$ cat src/rtl/ets_pkg.sv
// ets_pkg -- shared definitions for the equivalent-time sampling controller.
//
// Holds the sequencer state encoding and the default trigger-wait timeout.
// The timeout constant is only used when the design is built with the
// ETS_TIMEOUT_EN macro defined.
package ets_pkg;

  // Default trigger-wait timeout in clk cycles.
  localparam int TMO_CYC_DEFAULT = 65535;

  // Sequencer states. The encoding is fixed so that it stays stable across
  // debug taps and older readback tooling.
  typedef enum logic [2:0] {
    ST_IDLE   = 3'd0,
    ST_ARM    = 3'd1,
    ST_EDLY   = 3'd2,
    ST_SAMPLE = 3'd3,
    ST_HOLD   = 3'd4
  } ets_state_e;

endpackage

$ cat src/rtl/ets_dcnt.sv
// ets_dcnt -- loadable down-counter with a zero flag.
//
// Ports:
//   clk      in   clock, rising edge
//   rst_n    in   synchronous active-low reset, clears the count
//   load     in   load load_val this cycle (has priority over en)
//   en       in   decrement by one; the count saturates at zero
//   load_val in   W-bit value to load
//   zero     out  count is zero
//
// One instance is shared by the per-point delay and the holdoff wait,
// which never overlap in time.
module ets_dcnt
  import ets_pkg::*;
#(
  parameter int W = 16
) (
  input  logic         clk,
  input  logic         rst_n,
  input  logic         load,
  input  logic         en,
  input  logic [W-1:0] load_val,
  output logic         zero
);

  logic [W-1:0] count;

  always_ff @(posedge clk) begin
    if (!rst_n) begin
      count <= '0;
    end else if (load) begin
      count <= load_val;
    end else if (en && (count != '0)) begin
      count <= count - 1'b1;
    end
  end

  assign zero = (count == '0);

endmodule

$ cat src/rtl/ets_sampler_ctrl.sv
// ets_sampler_ctrl -- equivalent-time sampling sequencer.
//
// After a start request, the controller waits for a trigger rising edge for
// each point, delays the sample strobe by idx*cfg_step cycles, fires a
// one-cycle sp_en with the point index, then waits cfg_holdoff cycles
// before re-arming. done pulses once when the last point has been sampled.
//
// Ports:
//   clk, rst_n     clock (rising edge), synchronous active-low reset
//   start          one-cycle request to begin a sequence (ignored while busy)
//   abort          terminate a running sequence, no done pulse
//   trigger        synchronous trigger, rising edges only
//   cfg_npts       points per sequence       (latched on accepted start)
//   cfg_step       delay step per point      (latched on accepted start)
//   cfg_holdoff    cycles after each sample  (latched on accepted start)
//   sp_en, sp_idx  sample strobe and index of the sampled point
//   busy           sequencer not idle
//   done           one-cycle completion pulse
//   err_timeout    sticky trigger-wait timeout flag
//
// Build option: define ETS_TIMEOUT_EN to abandon a sequence when no trigger
// edge arrives within TMO_CYC cycles of entering ARM. Without it,
// err_timeout is tied low and ARM waits indefinitely.
module ets_sampler_ctrl
  import ets_pkg::*;
#(
  parameter int NPTS_W  = 8,
  parameter int STEP_W  = 8,
  parameter int HOLD_W  = 12,
  parameter int TMO_CYC = TMO_CYC_DEFAULT
) (
  input  logic              clk,
  input  logic              rst_n,
  input  logic              start,
  input  logic              abort,
  input  logic              trigger,
  input  logic [NPTS_W-1:0] cfg_npts,
  input  logic [STEP_W-1:0] cfg_step,
  input  logic [HOLD_W-1:0] cfg_holdoff,
  output logic              sp_en,
  output logic [NPTS_W-1:0] sp_idx,
  output logic              busy,
  output logic              done,
  output logic              err_timeout
);

  // The delay product needs the full NPTS_W+STEP_W width; the shared
  // counter must hold either that or a holdoff value.
  localparam int DW = NPTS_W + STEP_W;
  localparam int CW = (DW > HOLD_W) ? DW : HOLD_W;

  ets_state_e        state, state_nx;
  logic              trig_q;
  logic              trig_rise;
  logic [NPTS_W-1:0] idx;
  logic [NPTS_W-1:0] npts_q;
  logic [STEP_W-1:0] step_q;
  logic [HOLD_W-1:0] hold_q;
  logic [DW-1:0]     dly_full;
  logic [CW-1:0]     dly_cw;
  logic              cnt_load, cnt_en, cnt_zero;
  logic [CW-1:0]     cnt_val;
  logic              accept, idx_inc, done_nx;

  // trig_q resets high so a trigger already high at reset release is not
  // mistaken for a fresh edge.
  assign trig_rise = trigger & ~trig_q;

  assign dly_full = {{STEP_W{1'b0}}, idx} * {{NPTS_W{1'b0}}, step_q};
  assign dly_cw   = CW'(dly_full);

  assign sp_en = (state == ST_SAMPLE);
  assign busy  = (state != ST_IDLE);

`ifdef ETS_TIMEOUT_EN
  localparam int TW = (TMO_CYC > 1) ? $clog2(TMO_CYC + 1) : 1;
  localparam logic [TW-1:0] TMO_LAST = TW'(TMO_CYC - 1);
  logic [TW-1:0] tmo_cnt;
  logic          err_set;
`endif

  // The counter is loaded with N-1 so that the state spends exactly N
  // cycles in EDLY/HOLD before the zero flag releases it.
  ets_dcnt #(.W(CW)) u_dcnt (
    .clk      (clk),
    .rst_n    (rst_n),
    .load     (cnt_load),
    .en       (cnt_en),
    .load_val (cnt_val),
    .zero     (cnt_zero)
  );

  always_comb begin
    state_nx = state;
    cnt_load = 1'b0;
    cnt_en   = 1'b0;
    cnt_val  = '0;
    accept   = 1'b0;
    idx_inc  = 1'b0;
    done_nx  = 1'b0;
`ifdef ETS_TIMEOUT_EN
    err_set  = 1'b0;
`endif
    case (state)
      ST_IDLE: begin
        if (start && !abort) begin
          accept = 1'b1;
          if (cfg_npts == '0) done_nx = 1'b1;
          else                state_nx = ST_ARM;
        end
      end
      ST_ARM: begin
        if (trig_rise) begin
          if (dly_cw == '0) begin
            state_nx = ST_SAMPLE;
          end else begin
            state_nx = ST_EDLY;
            cnt_load = 1'b1;
            cnt_val  = dly_cw - 1'b1;
          end
        end
`ifdef ETS_TIMEOUT_EN
        else if (tmo_cnt == TMO_LAST) begin
          state_nx = ST_IDLE;
          done_nx  = 1'b1;
          err_set  = 1'b1;
        end
`endif
      end
      ST_EDLY: begin
        cnt_en = 1'b1;
        if (cnt_zero) state_nx = ST_SAMPLE;
      end
      ST_SAMPLE: begin
        if (idx == npts_q - 1'b1) begin
          state_nx = ST_IDLE;
          done_nx  = 1'b1;
        end else begin
          idx_inc = 1'b1;
          if (hold_q == '0) begin
            state_nx = ST_ARM;
          end else begin
            state_nx = ST_HOLD;
            cnt_load = 1'b1;
            cnt_val  = CW'(hold_q) - 1'b1;
          end
        end
      end
      ST_HOLD: begin
        cnt_en = 1'b1;
        if (cnt_zero) state_nx = ST_ARM;
      end
      default: state_nx = ST_IDLE;
    endcase
    // Abort silently drops a running sequence: no done, no flag change.
    if (abort && (state != ST_IDLE)) begin
      state_nx = ST_IDLE;
      cnt_load = 1'b0;
      idx_inc  = 1'b0;
      done_nx  = 1'b0;
`ifdef ETS_TIMEOUT_EN
      err_set  = 1'b0;
`endif
    end
  end

  // Sequencer state, latched configuration and registered outputs.
  always_ff @(posedge clk) begin
    if (!rst_n) begin
      state  <= ST_IDLE;
      trig_q <= 1'b1;
      idx    <= '0;
      npts_q <= '0;
      step_q <= '0;
      hold_q <= '0;
      sp_idx <= '0;
      done   <= 1'b0;
    end else begin
      state  <= state_nx;
      trig_q <= trigger;
      done   <= done_nx;
      if (accept) begin
        npts_q <= cfg_npts;
        step_q <= cfg_step;
        hold_q <= cfg_holdoff;
        idx    <= '0;
      end else if (idx_inc) begin
        idx <= idx + 1'b1;
      end
      if (state_nx == ST_SAMPLE) sp_idx <= idx;
    end
  end

`ifdef ETS_TIMEOUT_EN
  // The wait counter runs only in ARM and is zero on every ARM entry.
  always_ff @(posedge clk) begin
    if (!rst_n) begin
      tmo_cnt     <= '0;
      err_timeout <= 1'b0;
    end else begin
      if (state != ST_ARM) tmo_cnt <= '0;
      else                 tmo_cnt <= tmo_cnt + 1'b1;
      if (accept)       err_timeout <= 1'b0;
      else if (err_set) err_timeout <= 1'b1;
    end
  end
`else
  assign err_timeout = 1'b0;
`endif

endmodule

$ cat config.mk
export PLATFORM = sky130hd
export DESIGN_NAME = ets_sampler_ctrl
export DESIGN_NICKNAME = d
export VERILOG_FILES = /design/src/rtl/ets_pkg.sv /design/src/rtl/ets_dcnt.sv /design/src/rtl/ets_sampler_ctrl.sv
export SDC_FILE = /design/constraint.sdc
export NUM_CORES = 1
export LEC_CHECK = 0
export ABC_AREA = 0
export BUFFER_PORTS_ARGS = -buffer_cell sky130_fd_sc_hd__buf_2
export CAP_MARGIN = 20
export CORE_UTILIZATION = 60
export DETAILED_ROUTE_END_ITERATION = 12
export PLACE_DENSITY = 0.8
export SYNTH_ARGS = -nofsm -noshare
export SYNTH_HDL_FRONTEND = slang
export SYNTH_SLANG_ARGS = --single-unit
$ cat constraint.sdc
create_clock -name clk -period 7.15 [get_ports clk]
set_clock_uncertainty 0.1 [all_clocks]
set_input_delay 1.43 -clock clk [delete_from_list [all_inputs] [get_ports clk]]
set_output_delay 1.43 -clock clk [all_outputs]
set_load 0.005 [all_outputs]
==> reports/results.ini <==
[timing]
achievable-frequency_mhz=162
worst-slew-pin-transition_ps=1050
post-route-min-period_ps=6160
rsz0062_at_grt=no
setup_total_negative_slack_ps=0
max_slew_margin_pct=30.0
hold_viol_final=0
layout_worst_path_cycle_share_pct=86.2
setup_violations=0
final_max_slew_viol_count=0

[clock_network]
number_of_buffers_created_by_cts=9
cts.reportedPaths.clkPinSlew_ps=70
cts_buffer_depth=2
cts_hold_buf=0
worstSkewPairLatency_ps=350
htree_num_levels=3
postCtsResizedCells=0
cts_tree=done
post_cts_setup_repair_bufs=0
clkSinkCount=65
cts_root_buf=sky130_fd_sc_hd__clkbuf_8

[layout]
post_layout_nonfiller_instances=882
nFillCells=796
antenna_cells_inserted=0
layout-area-overhead-vs-synth_pct=8.13
nNetsFinal=859
post_route_cells_drive_above_1_share_pct=9.69

[worst_setup_path]
required_ps=7310
worstSetupEndpointType=flip-flop
reg2reg_setup_slack_ps=990
cp.arrival_ps=6330
criticalPathCategory=flip-flop to flip-flop
crit_path_max_fanout=17
cp-start-kind=flip-flop

[grt]
number_of_global_route_vias_before_repair=5030
gr-usage-all-layers_pct=29.3
antenna_found_initial=0
grt_max_degree=37
wire_length_of_the_first_global_routing_pass_mm=23.4
global_route.overflow_total=0

[place]
gp_congestion=0.862
numPortBuffers=43
post-place-cells=864
detailedPlacementHpwl_mm=10.3

[synthesis]
postSynth.asyncResetShare_pct=0
synth.yosys.warnings=0
synth_fp_nets=833
netlist_instances=722
ys_ff_latch=65
seq_area_frac_synth_pct=22.3
post_synth_edffs=0
dominantRegCellSynth=sky130_fd_sc_hd__dfxtp_1
netlist_area_um2=5850
synth_cell_types=66
synth_area_per_cell_um2=8.10

[job]
max_cap_violations=0

[detailed_routing]
final_antenna_net_count=0
num_vias=5202
drt-initial-drc-count=371
post-route-drc-count=0
drt-total-wl_mm=13.8
avgRoutedWirePerCell_um=15.7
routed_via_density=5.90
drt_pre_antenna_iters=5

[power_and_ir_drop]
intPower_w=0.000574
p_sw_share_pct=28.4
total_leakage_power_nw=3.03
worst_ir_drop_vdd_mv=0.0799
power.share.sequential_pct=48.6
clock_group_share_of_total_power_pct=38.2
power.density_cell_area_nw_per_um2=127
power.switching_w=0.000228
comb_power_share_pct=13.2

[floorplanning]
floorplan.die.height_um=101
floorplan.core_area_um2=9330
rows=35
fp.dieArea_um2=10100
initial_core_util_pct=62.7
dieWidth_um=101
ios=45

[worst_hold_path]
hp-class=flip-flop to flip-flop

[status]
outcome=finished clean

sequential cells by signal, indices dropped and copies added (netlist names):
name and flops:
step_q 8, done 1, npts_q 8, u_dcnt.count 16, trig_q 1, hold_q 12
state 3, sp_idx 8, idx 8
area by class of cell:
cell class	count	area [um^2]	area share [%]
clock buffer	10	128	2.02
timing repair buffer	47	273	4.31
multi-input combinational	568	4190	66.2
inverter	57	214	3.38
tap	129	161	2.55
sequential	65	1300	20.6
clock inverter	6	58.8	0.930
kinds of logic after synthesis:
group / Yosys count / synth area share [%]
simple gates: 306 / 26.3
other cells: 1 / 0.0641
compound gates: 115 / 13.5
xor+xnor: 58 / 8.69
flops: 65 / 22.3
buf+inv: 89 / 6.14
fa+ha+maj: 78 / 21.3
mux: 10 / 1.71
cell usage in the layout (no fill, tap or decap), types with 3 or more instances in the layout:
cell                       Yosys  routed
sky130_fd_sc_hd__nand2b_1      3       3
sky130_fd_sc_hd__dfxtp_1      65      65
sky130_fd_sc_hd__nor2b_1       8       8
sky130_fd_sc_hd__nor3_1        9       9
sky130_fd_sc_hd__or2_2         3       3
sky130_fd_sc_hd__a21oi_1      37      37
sky130_fd_sc_hd__nor3b_1       3       3
sky130_fd_sc_hd__nor2_1       41      41
sky130_fd_sc_hd__clkinv_2      0       4
sky130_fd_sc_hd__nor4_1       10      10
sky130_fd_sc_hd__buf_2         2      43
sky130_fd_sc_hd__mux2i_1      10      10
sky130_fd_sc_hd__a31oi_1       7       7
sky130_fd_sc_hd__fa_1         36      36
sky130_fd_sc_hd__or3_1         4       4
sky130_fd_sc_hd__o21ai_0      19      19
sky130_fd_sc_hd__inv_1        57      57
sky130_fd_sc_hd__clkbuf_8      0       9
sky130_fd_sc_hd__nand4_1      10      10
sky130_fd_sc_hd__o211a_1       5       5
sky130_fd_sc_hd__xnor2_1      28      28
sky130_fd_sc_hd__o221ai_1      3       3
sky130_fd_sc_hd__nand3_1      16      16
sky130_fd_sc_hd__xor2_1       30      30
sky130_fd_sc_hd__ha_1         42      42
sky130_fd_sc_hd__and3_1       12      12
sky130_fd_sc_hd__o211ai_1      8       8
sky130_fd_sc_hd__nand2_1     117     117
sky130_fd_sc_hd__and2_1       55      55
sky130_fd_sc_hd__a21o_1        7       7
sky130_fd_sc_hd__or4_1         4       4
synthesized netlist by cell type (4+ instances only):
| master | count | share of area [%] |
|---|---|---|
| sky130_fd_sc_hd__o211ai_1 | 8 | 1.0 |
| sky130_fd_sc_hd__o211a_1 | 5 | 0.86 |
| sky130_fd_sc_hd__a31oi_1 | 7 | 0.75 |
| sky130_fd_sc_hd__a21o_1 | 7 | 0.90 |
| sky130_fd_sc_hd__or4_1 | 4 | 0.51 |
| sky130_fd_sc_hd__xor2_1 | 30 | 4.5 |
| sky130_fd_sc_hd__and3_1 | 12 | 1.3 |
| sky130_fd_sc_hd__nor2_1 | 41 | 2.6 |
| sky130_fd_sc_hd__fa_1 | 36 | 12 |
| sky130_fd_sc_hd__nor2b_1 | 8 | 0.86 |
| sky130_fd_sc_hd__nand4_1 | 10 | 1.1 |
| sky130_fd_sc_hd__nor4_1 | 10 | 1.1 |
| sky130_fd_sc_hd__clkbuf_1 | 25 | 1.6 |
| sky130_fd_sc_hd__and2_1 | 55 | 5.9 |
| sky130_fd_sc_hd__ha_1 | 42 | 9.0 |
| sky130_fd_sc_hd__or3_1 | 4 | 0.43 |
| sky130_fd_sc_hd__inv_1 | 57 | 3.7 |
| sky130_fd_sc_hd__xnor2_1 | 28 | 4.2 |
| sky130_fd_sc_hd__dfxtp_1 | 65 | 22 |
| sky130_fd_sc_hd__o21ai_0 | 19 | 1.6 |
| sky130_fd_sc_hd__nand2_1 | 117 | 7.5 |
| sky130_fd_sc_hd__a21oi_1 | 37 | 3.2 |
| sky130_fd_sc_hd__nor3_1 | 9 | 0.77 |
| sky130_fd_sc_hd__mux2i_1 | 10 | 1.7 |
| sky130_fd_sc_hd__nand3_1 | 16 | 1.4 |
metal layers:
layer	share of wire, %	wire [um]	GRT usage, %
met3	6.7	921	4.16
met1	43	5990	38.6
met5	0	0	0
met4	1.4	191	8.70
met2	49	6730	49.8
worst paths after layout:
path,depth (start not counted),to,from
setup reg to reg,17,sp_idx[6],idx[3]
hold / removal,2,sp_idx[7],sp_idx[7]
hold reg to reg,2,sp_idx[7],sp_idx[7]
setup / recovery,17,sp_idx[6],idx[3]
metrics by stage:
| step | area, um^2 | setup WS [ps] | utilization (%) | hold WS (ps) | power, W |
|---|---|---|---|---|---|
| floorplan | 5850 | 1590 | - | 348 | 0.000464 |
| global placement | 6090 | 1270 | 65.3 | 344 | 0.000493 |
| detailed placement | 6090 | 1060 | 65.3 | 347 | 0.000496 |
| CTS | 6280 | 1020 | 67.3 | 362 | 0.000799 |
| global route | 6320 | 584 | 67.8 | 394 | 0.000832 |
| finish | 6320 | 986 | 67.8 | 366 | 0.000802 |
critical path, stage by stage, from the launching register on:
cell	delay, ps
sky130_fd_sc_hd__dfxtp_1	710
sky130_fd_sc_hd__and2_1	230
sky130_fd_sc_hd__fa_1	440
sky130_fd_sc_hd__fa_1	520
sky130_fd_sc_hd__fa_1	550
sky130_fd_sc_hd__inv_1	50
sky130_fd_sc_hd__fa_1	520
sky130_fd_sc_hd__inv_1	40
sky130_fd_sc_hd__ha_1	360
sky130_fd_sc_hd__and3_1	210
sky130_fd_sc_hd__a221oi_2	380
sky130_fd_sc_hd__a21o_1	190
sky130_fd_sc_hd__nor2_1	60
sky130_fd_sc_hd__nor4_1	490
sky130_fd_sc_hd__nand3_2	260
sky130_fd_sc_hd__o21ai_1	210
sky130_fd_sc_hd__and3b_1	470
sky130_fd_sc_hd__mux2i_1	250
power by group through the flow:
stage               sequential [W]  combinational (W)  clock (W)
floorplan                 0.000389          0.0000751          0
global placement          0.000396          0.0000964          0
detailed placement        0.000397          0.0000993          0
CTS                       0.000388           0.000101   0.000310
global route              0.000391           0.000116   0.000326
finish                    0.000389           0.000106   0.000307
(Power assumes the default switching activity.)
